**config.mk**
```make
export PLATFORM = sky130hd
export DESIGN_NAME = dpram_port_arbiter
export DESIGN_NICKNAME = d
export VERILOG_FILES = /design/src/rtl/dpram_port_arbiter.sv
export SDC_FILE = /design/constraint.sdc
export NUM_CORES = 1
export LEC_CHECK = 0
export ABC_AREA = 1
export CELL_PAD_IN_SITES_DETAIL_PLACEMENT = 2
export CELL_PAD_IN_SITES_GLOBAL_PLACEMENT = 2
export CORE_UTILIZATION = 22
export DETAILED_ROUTE_END_ITERATION = 16
export GPL_TIMING_DRIVEN = 0
export PLACE_DENSITY = 0.94
export SLEW_MARGIN = 20
export SYNTH_ARGS = -nofsm -noshare
export SYNTH_HDL_FRONTEND = slang
export SYNTH_SLANG_ARGS = --single-unit
```
**constraint.sdc**
```tcl
create_clock -name i_clk -period 6.1 [get_ports i_clk]
set_clock_uncertainty 0.2 [all_clocks]
set_input_delay 1.22 -clock i_clk [delete_from_list [all_inputs] [get_ports i_clk]]
set_output_delay 1.22 -clock i_clk [all_outputs]
set_load 0.05 [all_outputs]
```
**src/rtl/dpram_port_arbiter.sv**
```systemverilog
// Round-robin arbiter sharing one dual-port RAM port among NUM_REQ requesters.
// Grants are combinational, the RAM command is registered, read data is routed
// back through a tag pipeline, and reads that would see stale data from a write
// still completing inside the RAM are held off by a small write scoreboard.
module dpram_port_arbiter #(
    parameter int ADDR_WIDTH     = 5,
    parameter int DATA_WIDTH     = 32,
    parameter int READ_LANTENCY  = 3,
    parameter int WRITE_LANTENCY = 3,
    parameter int NUM_REQ        = 4
) (
    input  logic                          i_clk,
    input  logic                          i_rst,
    input  logic [NUM_REQ-1:0]            i_req_valid,
    output logic [NUM_REQ-1:0]            o_req_ready,
    input  logic [NUM_REQ-1:0]            i_req_we,
    input  logic [NUM_REQ*ADDR_WIDTH-1:0] i_req_addr,
    input  logic [NUM_REQ*DATA_WIDTH-1:0] i_req_din,
    output logic [NUM_REQ-1:0]            o_rsp_valid,
    output logic [DATA_WIDTH-1:0]         o_rsp_data,
    output logic                          o_ram_en,
    output logic                          o_ram_we,
    output logic [ADDR_WIDTH-1:0]         o_ram_addr,
    output logic [DATA_WIDTH-1:0]         o_ram_din,
    input  logic [DATA_WIDTH-1:0]         i_ram_dout
);

    localparam int  ID_W     = $clog2(NUM_REQ);
    // Entry 0 mirrors the write in the command stage; entry j is a write issued j cycles ago.
    // A write only blocks reads for WRITE_LANTENCY-1 transfer cycles after its own transfer.
    localparam int  HZ_DEPTH = (WRITE_LANTENCY > 1) ? WRITE_LANTENCY - 1 : 1;
    localparam bit  HZ_EN    = (WRITE_LANTENCY > 1);

    logic [ID_W-1:0]       rr_ptr;
    logic [NUM_REQ-1:0]    hz_hit;
    logic [NUM_REQ-1:0]    eligible;
    logic                  gnt_any;
    logic [ID_W-1:0]       gnt_idx;
    logic [ID_W-1:0]       ptr_next;
    logic                  sel_we;
    logic [ADDR_WIDTH-1:0] sel_addr;
    logic [DATA_WIDTH-1:0] sel_din;

    logic [HZ_DEPTH-1:0]   hz_valid;
    logic [ADDR_WIDTH-1:0] hz_addr [0:HZ_DEPTH-1];

    logic [READ_LANTENCY:0] tag_valid;
    logic [ID_W-1:0]        tag_id [0:READ_LANTENCY];

    // Flag requesters whose read address matches a write still settling in the RAM.
    always_comb begin
        hz_hit = '0;
        for (int k = 0; k < NUM_REQ; k++) begin
            for (int j = 0; j < HZ_DEPTH; j++) begin
                if (HZ_EN && hz_valid[j] &&
                    hz_addr[j] == i_req_addr[k*ADDR_WIDTH +: ADDR_WIDTH]) begin
                    hz_hit[k] = 1'b1;
                end
            end
        end
    end

    assign eligible = i_req_valid & (i_req_we | ~hz_hit);

    // Pick the first eligible requester at or after the pointer, wrapping around.
    always_comb begin : p_grant
        int idx;
        idx         = 0;
        o_req_ready = '0;
        gnt_any     = 1'b0;
        gnt_idx     = '0;
        for (int i = 0; i < NUM_REQ; i++) begin
            idx = int'(rr_ptr) + i;
            if (idx >= NUM_REQ) idx = idx - NUM_REQ;
            if (!gnt_any && !i_rst && eligible[idx]) begin
                gnt_any = 1'b1;
                gnt_idx = ID_W'(idx);
            end
        end
        if (gnt_any) o_req_ready[gnt_idx] = 1'b1;
    end

    assign ptr_next = (int'(gnt_idx) == NUM_REQ - 1) ? '0 : gnt_idx + 1'b1;
    assign sel_we   = i_req_we[gnt_idx];
    assign sel_addr = i_req_addr[int'(gnt_idx)*ADDR_WIDTH +: ADDR_WIDTH];
    assign sel_din  = i_req_din[int'(gnt_idx)*DATA_WIDTH +: DATA_WIDTH];

    // Register the granted request onto the RAM port and advance the pointer.
    always_ff @(posedge i_clk) begin
        if (i_rst) begin
            o_ram_en   <= 1'b0;
            o_ram_we   <= 1'b0;
            o_ram_addr <= '0;
            o_ram_din  <= '0;
            rr_ptr     <= '0;
        end else begin
            o_ram_en <= gnt_any;
            o_ram_we <= gnt_any & sel_we;
            if (gnt_any) begin
                o_ram_addr <= sel_addr;
                o_ram_din  <= sel_din;
                rr_ptr     <= ptr_next;
            end
        end
    end

    // Track recently issued writes so conflicting reads can be held back.
    always_ff @(posedge i_clk) begin
        if (i_rst) begin
            hz_valid <= '0;
            for (int j = 0; j < HZ_DEPTH; j++) hz_addr[j] <= '0;
        end else begin
            hz_valid[0] <= gnt_any & sel_we;
            hz_addr[0]  <= sel_addr;
            for (int j = 1; j < HZ_DEPTH; j++) begin
                hz_valid[j] <= hz_valid[j-1];
                hz_addr[j]  <= hz_addr[j-1];
            end
        end
    end

    // Carry the requester id of each read alongside it through the RAM latency.
    always_ff @(posedge i_clk) begin
        if (i_rst) begin
            tag_valid <= '0;
            for (int s = 0; s <= READ_LANTENCY; s++) tag_id[s] <= '0;
        end else begin
            tag_valid[0] <= gnt_any & ~sel_we;
            tag_id[0]    <= gnt_idx;
            for (int s = 1; s <= READ_LANTENCY; s++) begin
                tag_valid[s] <= tag_valid[s-1];
                tag_id[s]    <= tag_id[s-1];
            end
        end
    end

    // Capture RAM read data and strobe the owning requester.
    always_ff @(posedge i_clk) begin
        if (i_rst) begin
            o_rsp_valid <= '0;
            o_rsp_data  <= '0;
        end else begin
            o_rsp_data  <= i_ram_dout;
            o_rsp_valid <= '0;
            if (tag_valid[READ_LANTENCY]) o_rsp_valid[tag_id[READ_LANTENCY]] <= 1'b1;
        end
    end

endmodule

```
**After elaboration in Yosys (flattened, before gate mapping)**

Memory sizes are Yosys's and may differ from the RTL's.
Index checks and enable logic that the tools add are counted.

- Register bits: 83
- Latch bits: 0
- Bits in writable memories: 18
- Memory bits (read-only): 0
- Output and inout port bits: 79
- Word-level logic and storage cells: 127
- Memories kept: 2

- Add/sub/neg operators: 8
- $mul: 1
- Divide/modulo/power cells: 0
- Order comparisons: 12
- Equality and inequality tests: 9
- Shift operators: 2
- Muxes and demuxes: 49
- Bitwise logic cells: 13
- Reduce and logical (&&, ||, !) cells: 22

Memory list:

| memory | depth | bits a word | read ports | clocked after memory_dff | write ports | RTL line | text |
|---|---|---|---|---|---|---|---|
| hz_addr | 2 | 5 | 2 | 0 | 2 | 45 | `logic [ADDR_WIDTH-1:0] hz_addr [0:HZ_DEPTH-1];` |
| tag_id | 4 | 2 | 4 | 0 | 4 | 48 | `logic [ID_W-1:0] tag_id [0:READ_LANTENCY];` |

Operators with widths:

| cell | count |
|---|---|
| $lt 32x4->1 const B | 4 |
| $mux 32 | 4 |
| $shiftx 128x8->32 | 1 |
| $eq 5x5->1 | 8 |
| $mux 1 | 26 |
| $shiftx 20x6->5 | 1 |
| $mux 2 | 9 |
| $logic_and 1x1->1 | 17 |
| $sub 3x3->4 const B | 3 |
| $bmux 1 s2 | 5 |
| $mux 5 | 2 |
| $ge 3x3->1 const B | 3 |
| $add 2x2->3 const B | 2 |
| $lt 2x3->1 const B | 2 |
| $or 1x1->1 | 6 |
| $mul 2x3->5 const B | 1 |
| $and 4x4->4 | 1 |
| $demux 1 s2 | 2 |
| $ge 2x1->1 const B | 2 |
| $logic_not 1->1 | 4 |
| $mux 4 | 1 |
| $not 4->4 | 1 |
| $or 4x4->4 | 1 |
| $sub 2x3->4 const B | 1 |
| other kinds (7) | 9 |

**Depth between registers and ports, before layout**

Gate-level depths: netlist of run 1.

- Depth in word-level cells: 29
- Depth in mapped cells: 22

**Worst setup path after synthesis of run 1**

Ideal clock, no wire load.

- Path type: in2out
- Start point: input i_req_addr[19]
- End point: output o_req_ready[2]
- Arrival: 3367 ps
- Data required time: 4680 ps
- Slack: 1313 ps
- Stages: 18
- Buffers on the path: 1
- Cells stage by stage: inv_1 nand2_1 nand2_1 nor2_1 nand3_1 nand2_1 nand2_1 nand3_1 nand3_2 nand3_2 nand2_2 nor2_4 nand3_2 nand2_1 buf_2 ha_1 inv_1 nor2_1

- Cells in the longest elaborated chain, start to end: 29
- Elaborated cells on any way between the ends: 45

Ends and longest elaborated chain:

| item | RTL line | text |
|---|---|---|
| start, declared | 17 | `input logic [NUM_REQ*ADDR_WIDTH-1:0] i_req_addr,` |
| $eq 5x5->1 | 56 | `hz_addr[j] == i_req_addr[k*ADDR_WIDTH +: ADDR_WIDTH]) begin` |
| $logic_and 1x1->1 | 55 | `if (HZ_EN && hz_valid[j] &&` |
| $mux 1 | 55 |  |
| $mux 1 (*) | 55 |  |
| $not 4->4 (*) | 63 | `assign eligible = i_req_valid & (i_req_we \| ~hz_hit);` |
| $or 4x4->4 (*) | 63 |  |
| $and 4x4->4 (*) | 63 |  |
| $bmux 1 s2 | 75 | `if (!gnt_any && !i_rst && eligible[idx]) begin` |
| (+13 left out) | - |  |
| $logic_and 1x1->1 (2 in series) | 75 |  |
| $mux 2 (*) | 75 |  |
| net gnt_idx[1] | 38 | `logic [ID_W-1:0] gnt_idx;` |
| $lt 2x3->1 (implied by the code) / $ge 2x1->1 (equally long branches) | 80 | `if (gnt_any) o_req_ready[gnt_idx] = 1'b1;` |
| $logic_and 1x1->1 (implied by the code) | 80 |  |
| $mux 1 (implied by the code) | 80 |  |
| $demux 1 s2 (*) | 80 |  |
| $mux 4 (*) | 80 |  |
| end, declared | 15 | `output logic [NUM_REQ-1:0] o_req_ready,` |

Mark *: on every way through the listed nets, which the timed path passes. The rest lies on a longest branch. The select of a mux whose other input is x is not followed.

**Worst setup path in the final report of run 1**

- Start point: input i_req_addr[14]
- End point: output o_req_ready[2]

Same word-level chain as after synthesis.

==> impl_metrics.env, run 1 <==
export IMPL_core_um2=28000
export IMPL_synth_seq_area_share_pct=31.6
export IMPL_numCtsBuffers=9
export IMPL_fmax_mhz=175
export IMPL_synth_cell_type_count=23
export IMPL_period_share_pct=93.8
export IMPL_final_cell_mix="nand3_1 (279), clkdlybuf4s50_1 (263), inv_1 (241)"
export IMPL_worstPathRequired_ns=4.68
export IMPL_yosysWarnings=0
export IMPL_drc_errors=0
export IMPL_setup_slack_ns=0.379
export IMPL_ir_drop_mv=0.227
export IMPL_ys_seq_elements=100
export IMPL_p_per_area_nw_per_um2=482
export IMPL_criticalPathCategory="primary input to primary output"
export IMPL_cap_violations=0
export IMPL_worstPathMaxFanout=11
export IMPL_gr_usage_all_layers_pct=21.6
export IMPL_grt_pass1_vias=8822
export IMPL_intPower_mw=2.15
export IMPL_switchingPower_mw=2.54
export IMPL_detail_route_antenna_nets=0
export IMPL_yosys_top_cells_area="dfxtp_1 (32%), nand3_1 (22%), inv_1 (14%)"
export IMPL_clk_latency_ns=0.36
export IMPL_finalSetupViolCount=0
export IMPL_syn_num_nets=1268
export IMPL_slew_headroom_pct=56.9
export IMPL_synth_top_area_share_pct=31.6
export IMPL_die_x_um=172
export IMPL_placedInstanceArea_um2=9480
export IMPL_start_kind="primary input"
export IMPL_avgSynthCellArea_um2=5.89
export IMPL_cts_sinks=100
export IMPL_place_port_buffers=267
export IMPL_die_height_um=172
export IMPL_start_util_pct=22.6
export IMPL_p_leak_nw=5.07
export IMPL_hp_class="flip-flop to flip-flop"
export IMPL_path_clk_slew_ns=0.08
export IMPL_wl_per_cell_um=18.2
export IMPL_htreeDepth=3
export IMPL_grt_pass1_wl_mm=48.0
export IMPL_cp_end_kind="primary output"
export IMPL_syn_inst=1074
export IMPL_synth_top_area_cell="dfxtp_1"
export IMPL_postCtsSetupBuffers=0
export IMPL_rows=61
export IMPL_drt_iter0_markers=211
export IMPL_swShare_pct=54.2
export IMPL_grt_overflow_total=0
export IMPL_layout_commonest_cell="nand3_1"
export IMPL_final_min_clock_period_ns=5.72
export IMPL_die_area_um2=29500
export IMPL_synthToLayoutAreaGrowth_pct=53.8
export IMPL_clockBufferDepth=2
export IMPL_seq_power_share_pct=20.4
export IMPL_finalPower_mw=4.69
export IMPL_comb_power_share_pct=67.5
export IMPL_final_cell_area_um2=9740
export IMPL_worst_pin_slew_ns=0.647
export IMPL_io_pin_count=269
export IMPL_syn_cell_area_um2=6330
export IMPL_gp_congestion=0.855
export IMPL_p_clk_share_pct=12.1
export IMPL_report_final_slew_viol_count=0
export IMPL_vias=7844
export IMPL_stdcell_count=1736
export IMPL_cts_tree="yes"
export IMPL_first_pass_iters=4
export IMPL_rsz0062_at_grt="no"
export IMPL_antenna_found_initial=1
export IMPL_routed_via_density=4.52
export IMPL_post_dp_hpwl_mm=25.8
export IMPL_critical_path_arrival_ns=4.30
export IMPL_hold_viol=0
export IMPL_root_buffer="clkbuf_16"
export IMPL_routed_wl_mm=31.6
export IMPL_drive_gt1_share_pct=7.30
export IMPL_grt_max_degree=18
export IMPL_nNetsFinal=1546
export IMPL_pre_cts_ws_ns=-0.0943
export IMPL_post_place_cells=1719
export IMPL_outcome="completed"
-- layout make-up --
type / count / area, µm²
fill: 3422 / 18300
tap: 378 / 473
multi-input combinational: 658 / 3000
clock inverter: 6 / 48.8
inverter: 257 / 965
buffer: 59 / 364
timing repair buffer: 267 / 2650
antenna: 1 / 2.50
clock buffer: 10 / 229
sequential: 100 / 2000
-- worst max-delay path: stages --
cell and delay, ns:
clkdlybuf4s50_1 0.55, inv_1 0.12, nand2_1 0.07, nand2_1 0.05, nor2_1 0.15, nand3_1 0.12
nand2_1 0.10, nand2_1 0.08, nand3_1 0.12, nand3_1 0.11, nand3_1 0.17, inv_2 0.10
nor2_4 0.14, nand3_2 0.11, nand2_1 0.17, buf_2 0.30, ha_1 0.20, inv_1 0.04
nor2_1 0.09, clkbuf_2 0.29
-- through the flow --
stage                     util (%)  hold WS [ns]  setup TNS (ns)
after floorplan                  -         0.188               0
after global placement        33.8         0.192          -0.102
after detailed placement      33.8         0.204          -0.315
after CTS                     34.8         0.216               0
after global routing          34.8         0.229               0
final                         34.8         0.209               0
-- cells in the mapped netlist, drive strengths merged --
| master | n |
|---|---|
| nand3 | 293 |
| inv | 256 |
| nand2 | 178 |
| nor2 | 163 |
| dfxtp | 100 |
| buf | 44 |
| clkbuf | 15 |
| a21oi | 7 |
| ha | 4 |
| nand4 | 4 |
| nor3 | 4 |
| o21ai | 3 |
| a211oi | 1 |
| clkinv | 1 |
| xor2 | 1 |
-- cell families (layout without fill, tap and decap cells) --
family | after synthesis | in the layout | share of synthesized area [%]
AO/OA/AOI/OAI | 11 | 11 | 0.909
XOR/XNOR | 1 | 1 | 0.138
adder cells (fa/ha/maj) | 4 | 4 | 0.791
buffers and inverters | 316 | 599 | 21.0
flip-flops | 100 | 100 | 31.6
other | 0 | 1 | 0
AND/OR/NAND/NOR | 642 | 642 | 45.6
-- flip-flops by register name, indices dropped and copies added, names as in the netlist --
signal,count
tag_valid,4
o_ram_addr,5
o_ram_en,1
hz_valid,2
o_ram_din,32
rr_ptr,2
o_rsp_data,32
o_rsp_valid,4
tag_id,8
hz_addr,10
-- power groups by stage --
stage	Combinational [mW]	Clock, mW	Sequential [mW]
final	3.17	0.568	0.957
after detailed placement	3.20	0	0.971
after global routing	3.47	0.610	0.976
after floorplan	1.69	0	1.33
after CTS	3.21	0.585	0.958
after global placement	3.07	0	0.958
-- final timing paths --
kind                       start             end  slack (ns)  depth (start not counted)
setup / recovery  i_req_addr[14]  o_req_ready[2]        0.38                         20
hold / removal      tag_id[1][0]    tag_id[2][0]        0.21                          2
setup reg to reg   hz_addr[0][2]       rr_ptr[1]        2.90                         18
hold reg to reg     tag_id[1][0]    tag_id[2][0]        0.21                          2
-- repair_timing --
| item | CTS | global route |
|---|---|---|
| gates cloned | 0 | 0 |
| gates resized for setup | 4 | 8 |
| setup endpoints to repair | 4 | 4 |
| hold buffers | 0 | 0 |
-- metal layers --
| metal | vias to the layer above | part of all wire [%] | global-route usage [%] |
|---|---|---|---|
| li1 | 3802 | - | - |
| met1 | 3751 | 41 | 24.0 |
| met2 | 247 | 52 | 40.5 |
| met3 | 42 | 5.5 | 4.46 |
| met4 | 2 | 2.0 | 6.83 |
| met5 | - | 0.041 | 0 |
No activity file was read; power rests on OpenSTA's default activity.
==> run 2, diff against run 1 <==
--- a/config.mk
+++ b/config.mk
@@ -8,10 +8,11 @@
 export ABC_AREA = 1
 export CELL_PAD_IN_SITES_DETAIL_PLACEMENT = 2
 export CELL_PAD_IN_SITES_GLOBAL_PLACEMENT = 2
-export CORE_UTILIZATION = 22
+export CORE_UTILIZATION = 33
 export DETAILED_ROUTE_END_ITERATION = 16
+export DONT_BUFFER_PORTS = 1
 export GPL_TIMING_DRIVEN = 0
-export PLACE_DENSITY = 0.94
+export PLACE_DENSITY = 0.93
 export SLEW_MARGIN = 20
 export SYNTH_ARGS = -nofsm -noshare
 export SYNTH_HDL_FRONTEND = slang
==> run 2 against run 1 <==
Maximum frequency rose by 4.0%; power fell by 9.0%; count of clock-buffer cells in the layout fell by 1; critical endpoint unchanged; cell area fell by 29%; via count fell by 13%; die area fell by 33%; sequential cell count did not move; largest cell class is now multi-input gates; worst hold slack got worse by 0.00053 ns; global-route usage rose by 4.2 points; setup slack improved by 0.22 ns; utilization rose by 2.1 points; critical path depth fell by 1; critical path type unchanged.
==> impl_metrics.env, run 2 (synthesized netlist as in run 1, its figures left out) <==
export IMPL_cts_tree="yes"
export IMPL_wl_per_cell_um=19.0
export IMPL_setup_slack_ns=0.601
export IMPL_gr_usage_all_layers_pct=25.8
export IMPL_io_pin_count=269
export IMPL_placedInstanceArea_um2=6620
export IMPL_numCtsBuffers=9
export IMPL_routed_wl_mm=25.2
export IMPL_seq_power_share_pct=32.4
export IMPL_nNetsFinal=1279
export IMPL_diodes=0
export IMPL_largestRegisters="o_ram_din: 32 flops, o_rsp_data: 32 flops, hz_addr: 10 flops"
export IMPL_fin_tns_setup_ns=0
export IMPL_start_kind="primary input"
export IMPL_post_dp_hpwl_mm=20.0
export IMPL_r2r_cells=16
export IMPL_cts_hold_buf=0
export IMPL_cts_resized=0
export IMPL_worstPathRequired_ns=4.68
export IMPL_hold_viol=0
export IMPL_worstPathMaxFanout=11
export IMPL_grt_pass1_wl_mm=39.1
export IMPL_outcome="completed"
export IMPL_slew_headroom_pct=40.3
export IMPL_report_final_slew_viol_count=0
export IMPL_rsz0062_at_grt="no"
export IMPL_die_x_um=141
export IMPL_core_um2=18800
export IMPL_comb_power_share_pct=53.6
export IMPL_fmax_mhz=182
export IMPL_clk_latency_ns=0.36
export IMPL_path_clk_slew_ns=0.07
export IMPL_gp_congestion=0.861
export IMPL_swShare_pct=56.4
export IMPL_worst_pin_slew_ns=0.892
export IMPL_root_buffer="clkbuf_16"
export IMPL_grt_pass1_vias=7457
export IMPL_p_leak_nw=4.07
export IMPL_switchingPower_mw=2.41
export IMPL_r2r_start="hz_valid[0]"
export IMPL_die_height_um=141
export IMPL_htreeDepth=3
export IMPL_drc_errors=0
export IMPL_ir_drop_mv=0.219
export IMPL_finalSetupViolCount=0
export IMPL_grt_overflow_total=0
export IMPL_period_share_pct=90.2
export IMPL_final_min_clock_period_ns=5.50
export IMPL_clockBufferDepth=2
export IMPL_stdcell_count=1324
export IMPL_final_cell_area_um2=6920
export IMPL_grt_max_degree=21
export IMPL_layout_commonest_cell="nand3_1"
export IMPL_routed_via_density=5.14
export IMPL_die_area_um2=19700
export IMPL_place_port_buffers=0
export IMPL_hold_end="tag_id[2][0]"
export IMPL_critical_path_arrival_ns=4.08
export IMPL_hold_depth=2
export IMPL_final_cell_mix="nand3_1 (279), inv_1 (241), nand2_1 (173)"
export IMPL_antenna_found_initial=0
export IMPL_pre_cts_ws_ns=0.707
export IMPL_post_place_cells=1308
export IMPL_p_clk_share_pct=13.9
export IMPL_worstHoldStart="tag_id[1][0]"
export IMPL_rows=50
export IMPL_hp_class="flip-flop to flip-flop"
export IMPL_finalPower_mw=4.27
export IMPL_drive_gt1_share_pct=8.81
export IMPL_cp_end_kind="primary output"
export IMPL_reg2reg_to="rr_ptr[1]"
export IMPL_cts_sinks=100
export IMPL_p_per_area_nw_per_um2=617
export IMPL_intPower_mw=1.86
export IMPL_drt_iter0_markers=206
export IMPL_startpoint="i_req_addr[10]"
export IMPL_cap_violations=0
export IMPL_ff2ff_setup_slack_ns=2.74
export IMPL_postCtsSetupBuffers=0
export IMPL_start_util_pct=33.7
export IMPL_detail_route_antenna_nets=0
export IMPL_first_pass_iters=4
export IMPL_criticalPathCategory="primary input to primary output"
export IMPL_synthToLayoutAreaGrowth_pct=9.35
export IMPL_vias=6809
## run 2: cell count changes in the layout (fill, tap and decap cells not counted), moves of 2 or more
cell,change
clkbuf_2,-4
clkinvlp_4,-3
inv_8,+2
clkdlybuf4s50_1,-263
## run 2: worst max path at each step
stage / slack, ns / cells past startpoint / end
2_1_floorplan: 1.31 / 18 / o_req_ready[2]
3_3_place_gp: 0.81 / 18 / o_req_ready[3]
3_5_place_dp: 0.71 / 18 / o_req_ready[3]
4_1_cts: 0.59 / 19 / o_req_ready[3]
5_1_grt: 0.36 / 19 / o_req_ready[2]
6_report: 0.60 / 19 / o_req_ready[2]
## run 2: cell type report
cell class	count	area, µm²
Multi-Input combinational cell	658	3000
Clock buffer	9	225
Tap cell	234	293
Sequential cell	100	2000
Inverter	257	965
Fill cell	2399	11800
Buffer	59	364
Clock inverter	7	73.8
## run 2: routing by layer
| metal | routed length (µm) | global-route usage, % | share of wire (%) |
|---|---|---|---|
| met5 | 0 | 0 | 0 |
| met3 | 1940 | 7.56 | 7.7 |
| met2 | 12800 | 48.6 | 51 |
| met4 | 720 | 10.3 | 2.9 |
| met1 | 9690 | 26.7 | 39 |
## run 2: critical path, stage by stage
cell	delay, ns
inv_1	0.15
nand2_1	0.07
nand2_1	0.08
nor2_1	0.05
nand3_1	0.08
nand2_1	0.11
nand2_1	0.09
nand3_1	0.11
nand3_1	0.15
nand2_1	0.07
nor2_1	0.21
nand3_1	0.15
nand3_1	0.11
nand2_1	0.09
nand2_1	0.12
buf_2	0.29
ha_1	0.20
inv_1	0.04
nor2_1	0.68
## run 2: power groups by stage
stage | clock network [mW] | registers (mW) | logic [mW]
floorplan | 0 | 1.33 | 1.69
CTS | 0.614 | 1.39 | 2.32
global route | 0.638 | 1.40 | 2.59
global placement | 0 | 1.39 | 2.20
detailed placement | 0 | 1.40 | 2.30
finish | 0.595 | 1.38 | 2.29
## run 2: per-stage QoR
stage          hold slack, ns  utilization [%]
2_1_floorplan           0.188                -
3_3_place_gp            0.193             35.3
3_5_place_dp            0.198             35.3
4_1_cts                 0.209             36.9
5_1_grt                 0.222             36.9
6_report                0.208             36.9
==> run 3, diff against run 2 <==
--- a/config.mk
+++ b/config.mk
@@ -8,6 +8,7 @@
 export ABC_AREA = 1
 export CELL_PAD_IN_SITES_DETAIL_PLACEMENT = 2
 export CELL_PAD_IN_SITES_GLOBAL_PLACEMENT = 2
+export CORE_MARGIN = 2
 export CORE_UTILIZATION = 33
 export DETAILED_ROUTE_END_ITERATION = 16
 export DONT_BUFFER_PORTS = 1
==> constraint.sdc (replaced) <==
create_clock -name i_clk -period 6.1 [get_ports i_clk]
set_clock_uncertainty 0.2 [all_clocks]
set_input_delay 1.22 -clock i_clk [delete_from_list [all_inputs] [get_ports i_clk]]
set_output_delay 1.22 -clock i_clk [all_outputs]
set_load 0.01 [all_outputs]
==> run 3 against run 2 <==
Sequential power down 25%; worst hold slack gained 0.0019 ns; die area rose by 2.9%; final cell count unchanged; largest power group unchanged; wire length up 3.3%; critical path depth is the same; critical path type unchanged; cell area decreased by 0.13%; first-iteration DRC count fell by 27%; global-route usage decreased by 0.25 points; non-clock buffer count stayed put; maximum frequency is 11% higher.
==> impl_metrics.env, run 3 (synthesized netlist as in run 1, its figures left out) <==
export IMPL_final_cell_mix="nand3_1 (279), inv_1 (241), nand2_1 (173)"
export IMPL_register_area_um2=2000
export IMPL_cts_sinks=100
export IMPL_grt_pass1_vias=7407
export IMPL_cts_tree="yes"
export IMPL_multi_input_area_um2=3000
export IMPL_ir_drop_mv=0.164
export IMPL_report_final_slew_viol_count=0
export IMPL_drt_iter0_markers=151
export IMPL_p_per_area_nw_per_um2=565
export IMPL_critical_path_arrival_ns=3.53
export IMPL_clk_latency_ns=0.36
export IMPL_postCtsSetupBuffers=0
export IMPL_htreeDepth=3
export IMPL_cp_end_kind="primary output"
export IMPL_worstPathMaxFanout=11
export IMPL_cap_violations=0
export IMPL_diodes=0
export IMPL_place_port_buffers=0
export IMPL_cts_resized=0
export IMPL_cts_hold_buf=0
export IMPL_slew_headroom_pct=56.2
export IMPL_detail_route_antenna_nets=0
export IMPL_finalSetupViolCount=0
export IMPL_antenna_found_initial=0
export IMPL_p_leak_nw=4.06
export IMPL_synthToLayoutAreaGrowth_pct=9.21
export IMPL_routed_wl_mm=26.0
export IMPL_holdWs_ns=0.210
export IMPL_worstPathRequired_ns=4.68
export IMPL_criticalPathCategory="primary input to primary output"
export IMPL_nNetsFinal=1279
export IMPL_period_share_pct=81.2
export IMPL_ff2ff_setup_slack_ns=2.93
export IMPL_rows=50
export IMPL_die_height_um=143
export IMPL_nFillCells=2442
export IMPL_largestRegisters="o_ram_din: 32 flops, o_rsp_data: 32 flops, hz_addr: 10 flops"
export IMPL_post_dp_hpwl_mm=20.6
export IMPL_hold_end="tag_id[2][0]"
export IMPL_clockBufferDepth=2
export IMPL_r2r_cells=16
export IMPL_hold_viol=0
export IMPL_rsz0062_at_grt="no"
export IMPL_die_x_um=143
export IMPL_fin_util_pct=36.8
export IMPL_worst_pin_slew_ns=0.657
export IMPL_numCtsBuffers=9
export IMPL_path_clk_slew_ns=0.08
export IMPL_grt_max_degree=20
export IMPL_first_pass_iters=4
export IMPL_hold_depth=2
export IMPL_layout_commonest_cell="nand3_1"
export IMPL_outcome="completed"
export IMPL_start_kind="primary input"
export IMPL_worstHoldStart="tag_id[1][0]"
export IMPL_vias=6778
export IMPL_drive_gt1_share_pct=8.81
export IMPL_start_util_pct=33.7
export IMPL_grt_pass1_wl_mm=39.8
export IMPL_hp_class="flip-flop to flip-flop"
export IMPL_gp_congestion=0.902
export IMPL_reg2reg_to="rr_ptr[1]"
export IMPL_fin_tns_setup_ns=0
export IMPL_wl_per_cell_um=19.6
export IMPL_io_pin_count=269
export IMPL_routed_via_density=5.12
export IMPL_die_area_um2=20300
export IMPL_root_buffer="clkbuf_16"
export IMPL_fmax_mhz=202
export IMPL_core_um2=18800
export IMPL_gr_usage_all_layers_pct=25.6
export IMPL_final_min_clock_period_ns=4.95
export IMPL_grt_overflow_total=0
export IMPL_drc_errors=0
export IMPL_r2r_start="hz_valid[0]"
[run 3: cell types whose count changed in the layout (fill, tap and decap cells not counted)]
cell,delta
clkinv_4,+1
clkinv_8,-1
clkinvlp_4,+1
inv_6,-1
[run 3: worst max path at each step]
stage	startpoint	endpoint	slack (ns)	cells after the start
after floorplan	i_req_addr[7]	o_req_ready[0]	1.82	19
after global placement	i_rst	o_req_ready[3]	1.28	11
after detailed placement	i_req_addr[10]	o_req_ready[3]	1.16	19
after CTS	i_req_addr[10]	o_req_ready[3]	1.16	19
after global routing	i_req_addr[10]	o_req_ready[2]	0.93	19
final	i_req_addr[10]	o_req_ready[3]	1.15	19
[run 3: layout make-up]
class / instances / share of cell area, %
Buffer: 59 / 5.27
Clock buffer: 9 / 3.26
Clock inverter: 7 / 0.941
Inverter: 257 / 14.0
Multi-Input combinational cell: 658 / 43.4
Sequential cell: 100 / 29.0
Tap cell: 234 / 4.23
[run 3: power by group]
part           switching [mW]  total [mW]  leakage (nW)  internal, mW
Combinational            1.53        2.28          3.09         0.747
Sequential              0.212        1.04         0.830         0.826
Clock                   0.304       0.592         0.140         0.288
Total                    2.05        3.91          4.06          1.86
[run 3: layer usage]
metal / global-route usage (%) / up-vias / wire (µm)
li1: - / 3269 / -
met1: 28.2 / 3204 / 10200
met2: 46.5 / 258 / 13100
met3: 6.76 / 47 / 1950
met4: 10.1 / 0 / 731
met5: 0 / - / 0
[run 3: critical path, stage by stage]
cell     delay, ns
inv_1         0.14
nand2_1       0.08
nand2_1       0.08
nor2_1        0.05
nand3_1       0.09
nand2_1       0.09
nand2_1       0.10
nand3_1       0.12
nand3_1       0.15
nand2_1       0.07
nor2_1        0.16
nand3_1       0.12
nand3_1       0.11
nand2_1       0.07
nand2_1       0.12
buf_2         0.31
ha_1          0.21
inv_1         0.04
nor2_1        0.20
[run 3: metrics by stage]
stage,power (mW),cell area (µm²),setup WS (ns),cells
finish,3.91,6910,1.15,1324
global placement,3.22,6620,1.28,1308
floorplan,2.62,6330,1.82,1074
CTS,3.94,6910,1.16,1324
detailed placement,3.34,6620,1.16,1308
global route,4.25,6910,0.926,1324
